[src/rtl/interval_timer_ctrl.sv]
// rtl/interval_timer_ctrl.sv - control FSM wrapping a flex counter to emit N ticks of P cycles then done
module interval_timer_ctrl #(
  parameter int CNT_BITS = 16,
  parameter int REP_BITS = 8
) (
  input  logic                clk,
  input  logic                n_rst,
  input  logic                start,
  input  logic                stop,
  input  logic [CNT_BITS-1:0] period,
  input  logic [REP_BITS-1:0] num_intervals,
  input  logic                cnt_rollover_flag,
  output logic                cnt_clear,
  output logic                cnt_count_enable,
  output logic [CNT_BITS-1:0] cnt_rollover_val,
  output logic                tick,
  output logic                done,
  output logic                busy,
  output logic                err,
  output logic [REP_BITS-1:0] intervals_done
);

  typedef enum logic [1:0] {IDLE, ARM, RUN, DONE} state_t;

  state_t              state;
  state_t              next_state;
  logic [REP_BITS-1:0] n_reg;
  logic [REP_BITS-1:0] done_inc;
  logic                accept;
  logic                reject;
  logic                event_hit;

  always_comb begin
    next_state = state;
    accept     = 1'b0;
    reject     = 1'b0;
    event_hit  = 1'b0;
    done_inc   = intervals_done + REP_BITS'(1);
    case (state)
      IDLE: begin
        if (start) begin
          if ((period != '0) && (num_intervals != '0)) begin
            accept     = 1'b1;
            next_state = ARM;
          end else begin
            reject = 1'b1;
          end
        end
      end
      ARM: next_state = RUN;
      RUN: begin
        // stop wins over a same-cycle rollover, which is dropped entirely
        if (stop) begin
          next_state = IDLE;
        end else if (cnt_rollover_flag) begin
          event_hit = 1'b1;
          if (done_inc == n_reg) begin
            next_state = DONE;
          end
        end
      end
      DONE: next_state = IDLE;
      default: next_state = IDLE;
    endcase
  end

  always_ff @(posedge clk) begin
    if (n_rst) begin
      state            <= IDLE;
      cnt_rollover_val <= '0;
      n_reg            <= '0;
      intervals_done   <= '0;
      tick             <= 1'b0;
      err              <= 1'b0;
    end else begin
      state <= next_state;
      tick  <= event_hit;
      err   <= reject;
      if (accept) begin
        cnt_rollover_val <= period;
        n_reg            <= num_intervals;
        intervals_done   <= '0;
      end
      if (event_hit) begin
        intervals_done <= done_inc;
      end
    end
  end

  assign cnt_count_enable = (state == RUN);
  assign cnt_clear        = (state == ARM) || (state == DONE);
  assign done             = (state == DONE);
  assign busy             = (state != IDLE);

endmodule

[config.mk]
export PLATFORM = sky130hd
export DESIGN_NAME = interval_timer_ctrl
export DESIGN_NICKNAME = d
export VERILOG_FILES = /design/src/rtl/interval_timer_ctrl.sv
export SDC_FILE = /design/constraint.sdc
export NUM_CORES = 1
export LEC_CHECK = 0
export ABC_AREA = 1
export CORE_ASPECT_RATIO = 2
export CORE_UTILIZATION = 40
export CTS_CLUSTER_SIZE = 10
export DETAILED_ROUTE_END_ITERATION = 8
export PLACE_DENSITY_LB_ADDON = 0.05
export SYNTH_ARGS = -nofsm -noshare
export SYNTH_HDL_FRONTEND = slang
export SYNTH_SLANG_ARGS = --single-unit
[constraint.sdc]
create_clock -name clk -period 3.3 [get_ports clk]
set_input_delay 0.33 -clock clk [delete_from_list [all_inputs] [get_ports clk]]
set_output_delay 0.33 -clock clk [all_outputs]
set_load 0.1 [all_outputs]
# Yosys cells after proc, flatten, opt, wreduce, memory -nomap -nowiden
# Index checks and enable logic that the tools add are counted.
[word_totals] out_inout_bits=30 word_cells=41 regBits=36 in_bits=29
[classes] addsub=1 n_reduce_logical=9 n_mux=15 bitwise=2 n_eq_ne=8
[ops] operator="two-way mux 8 bit" count=2
[ops] operator="nonzero test 16 bit" count=1
[ops] operator="two-way mux 2 bit" count=5
[ops] operator="adder 8 x 1 -> 8 bit, second input constant" count=1
[ops] operator="equality test 8 bit" count=1
[ops] operator="case mux 2 bit (4 select lines)" count=1
[ops] operator="nonzero test 8 bit" count=1
[ops] operator="two-way mux 1 bit" count=7
[ops] operator="equality test 2 bit, second input constant" count=2
[ops] operator="!= test 2 bit, second input constant" count=2
[ops] operator="AND reduction 4 bit" count=1
[ops] operator="nonzero test 2 bit" count=2
[ops] operator="!= test 3 x 2 -> 1 bit, second input constant" count=1
[ops] operator="!= test 3 bit, second input constant" count=1
[ops] operator="OR reduction 3 bit" count=1
[ops] operator="equality test 2 x 1 -> 1 bit, second input constant" count=1
[ops] operator="logical NOT 2 bit" count=1
[ops] operator="inverter 1 bit" count=2
[ops] operator="logical AND 1 bit" count=1
[ops] operator="logical OR 1 bit" count=1

# Logic depth before layout (Yosys ltp)
[depth] ltp_word=7 depth_mapped=11 ltp_nobuf=11

# Least setup slack after synthesis
# No wires, ideal clock.
[synth_timing] path_type="register to register" startpoint="register intervals_done[0]" endpoint="register state[0]" arrival_time_ns=2.094 path_buffers=0 slack_ns=1.140 t_required_ns=3.234 path_stages_with_launch=10 synth_period_minus_slack_ns=2.160 path_cell_list="dfxtp_1 ha_1 nand2_1 inv_2 nand3b_1 nand3_1 nand3_1 nor2_1 nand3_1 a21oi_2"
[synth_between] elab_chain_len=4
[synth_rtl] element="start, declared" line="20" text="output logic [REP_BITS-1:0] intervals_done"
[synth_rtl] element="start signal, assigned" line="85" text="intervals_done <= done_inc;"
[synth_rtl] element="adder 8 x 1 -> 8 bit" line="38" text="done_inc = intervals_done + REP_BITS'(1);"
[synth_rtl] element="equality test 8 bit" line="57" text="if (done_inc == n_reg) begin"
[synth_rtl] element="!= test 3 x 2 -> 1 bit (no line)"
[synth_rtl] element="AND reduction 4 bit (no line)"
[synth_rtl] element="end signal, assigned" line="76" text="state <= next_state;"
[synth_rtl] element="end, declared" line="25" text="state_t state;"
# No other way between the ends.
# A chain may end at the register's enable or synchronous reset.

# Worst setup path after layout
[layout_timing] startpoint="register state[1]" endpoint="output cnt_count_enable"
[layout_between] elab_chain_len=1
[layout_rtl] element="equality test 2 bit" line="90" text="assign cnt_count_enable = (state == RUN);"
[layout_rtl] element="end, declared" line="14" text="output logic cnt_count_enable,"
# No other way between the ends.

==> metrics.txt <==
Die W 48.38 um; Reg power frac 40.0%; Final Skew 0.004875 ns; Reg area 720.7 um2; Fmax 434.7 MHz; Largest register FFs 16; endpoint class of the critical path output pin; vias per cell 4.811; worst slew pin tran 0.9842 ns; clk_lat worst skew 0.29 ns; part of the power in the clock network 26.5%; min cycle time layout 2.301 ns; peak supply drop 361.1 uV; H-tree levels 2; first-iteration detailed-routing DRC count 24; critical path arrival 1.97 ns; DR DRC count 0; Die H 94.75 um; Ys Warns 0; Sw Share 38.65%; WL/cell 11.30 um; CP startpoint kind flop; internal power consumption 0.7544 mW; worst path required time 2.97 ns; clk sink count 36; Post-synth EDFFs 0; Tot Pwr 1.230 mW; syn_nets 289; Rel. slew slack 34.18%; max-cap violations 0; DIE AREA 4583 um2; Pwr Density 508.0 nW/um2; number of max-slew violations in the final report 0; Tightest Hold Check Type reg2reg; remaining antenna violation count after routing 0; crit path kind reg2out; # diodes 0; RSZ-0062 raised after global routing false; fillcell total 399; GP Congestion 0.7894; flops & latches, synth 36; Ports 59; core area 4088 um2; Avg Cell Area, Syn 6.642 um2; largest net degree at the start of global routing 26; via count 1780; fraction of layout cells with a size suffix above 1 9.119%; Switch Pwr 0.4754 mW; fraction of the yosys area taken by sequential cells 41.89%; Sum Neg Setup Slack 0 ns; Layout area overhead 40.73%; CP max FO 3; CTS Buf Count 5; DP Wirelength 3.270 mm; final WL 4.182 mm; Root Buffer clkbuf_8; FFs w/ async S/R, synth 0%; via count of the first global-routing pass 1686; # setup viols final 0; multi-input logic area 852.1 um2; initial antenna violation count 0; CTS tree yes; first-pass GRT wire length 6.969 mm; post-route core utilization 59.23%; # nets final 347; FP Rows 33; Total Routing Usage GR 20.07%; cell count after synthesis 259; Fin. Hold Viols 0; post-cts resize count 0; starting density of the core 42.09%; Clock Path Buffers 2; crit share post-route 69.72%; I/O Buffers 58; first-pass iteration count of the detailed router 4; CTS clk-pin slew, worst paths 0.07 ns; total gr overflow 0; top_reg_cell synth dfxtp_1; Post-CTS Hold Fix Bufs 0; Comb pwr share 33.5%; Post-Syn Area 1720 um2; postcts setup bufs 0; Netlist cell types 24; Leak 0.9538 nW; status finished clean
[final timing paths]
| check | start | endpoint | slack, ns | cells past startpoint |
|---|---|---|---|---|
| hold / removal | cnt_rollover_val[15]$_SDFFE_PP0P_ | cnt_rollover_val[15]$_SDFFE_PP0P_ | 0.46 | 2 |
| setup / recovery | state[1]$_SDFFE_PP0P_ | cnt_count_enable | 1.0 | 3 |
| setup reg to reg | state[0]$_SDFFE_PP0P_ | intervals_done[3]$_SDFFE_PP0P_ | 1.57 | 8 |
| hold reg to reg | cnt_rollover_val[15]$_SDFFE_PP0P_ | cnt_rollover_val[15]$_SDFFE_PP0P_ | 0.46 | 2 |
[power by group through the flow]
stage / Clock (mW) / Combinational (mW) / Sequential, mW
5_1_grt: 0.357 / 0.439 / 0.498
6_report: 0.326 / 0.412 / 0.492
3_3_place_gp: 0 / 0.413 / 0.503
4_1_cts: 0.336 / 0.416 / 0.493
3_5_place_dp: 0 / 0.415 / 0.503
2_1_floorplan: 0 / 0.175 / 0.633
[placed cells by master, fill, tap and decap left out]
| master | count |
|---|---|
| a21oi_1 | 33 |
| nand3_2 | 1 |
| nand2_1 | 87 |
| nor2_4 | 3 |
| inv_1 | 20 |
| nand3_1 | 17 |
| clkbuf_1 | 2 |
| nand4_1 | 1 |
| nor3_2 | 1 |
| a21oi_2 | 1 |
| buf_4 | 4 |
| inv_2 | 6 |
| nor2_1 | 23 |
| nand2_2 | 4 |
| nand3b_1 | 1 |
| ha_1 | 1 |
| dfxtp_1 | 36 |
| clkinv_2 | 1 |
| clkbuf_8 | 6 |
| o21bai_1 | 1 |
| nor2_2 | 2 |
| clkdlybuf4s50_1 | 56 |
| o21ai_0 | 10 |
| o21ai_1 | 1 |
[worst max-delay path, stage by stage (launching register included)]
cell,delay [ns]
dfxtp_1,0.40
inv_2,0.07
nor2_1,0.08
clkdlybuf4s50_1,1.13
[layer usage]
layer	global-route usage [%]	wire, um	up-vias
li1	-	-	936
met1	16.06	1472	781
met2	41.20	2351	48
met3	5.636	213	15
met4	12.01	144	0
met5	0	0	-
[synth_stat cells, types with 3 or more instances]
cell type	count	area [um2]
inv_2	6	22.52
dfxtp_1	36	720.7
nor2_4	3	33.78
a21oi_1	33	165.2
clkbuf_1	4	15.01
inv_1	20	75.07
nand2_2	4	25.02
nand3_1	17	85.08
o21ai_0	10	50.05
nor2_1	23	86.33
buf_2	3	15.01
nand2_1	87	326.6
[cell type report]
type | count | share of cell area, %
timing repair buffer | 60 | 24.39
multi-input combinational | 187 | 35.19
sequential | 36 | 29.77
tap | 52 | 2.687
inverter | 27 | 4.238
clock buffer | 8 | 3.721
[through the flow]
step | instances | setup WS, ns | hold WS, ns | instance area (um2)
after global placement | 362 | 1.057 | 0.4554 | 2331
final | 370 | 0.9994 | 0.4632 | 2421
after global routing | 370 | 0.8982 | 0.4837 | 2421
after floorplan | 259 | 1.140 | 0.4437 | 1720
after detailed placement | 362 | 1.045 | 0.4577 | 2331
after CTS | 370 | 0.9725 | 0.4676 | 2421
[cells by family after synthesis]
| logic type | after synthesis | synth area share [%] |
|---|---|---|
| fa+ha+maj | 1 | 0.7272 |
| buf+inv | 36 | 8.581 |
| flops | 36 | 41.89 |
| simple gates | 140 | 35.05 |
| compound gates | 46 | 13.75 |
(Power assumes the default switching activity.)
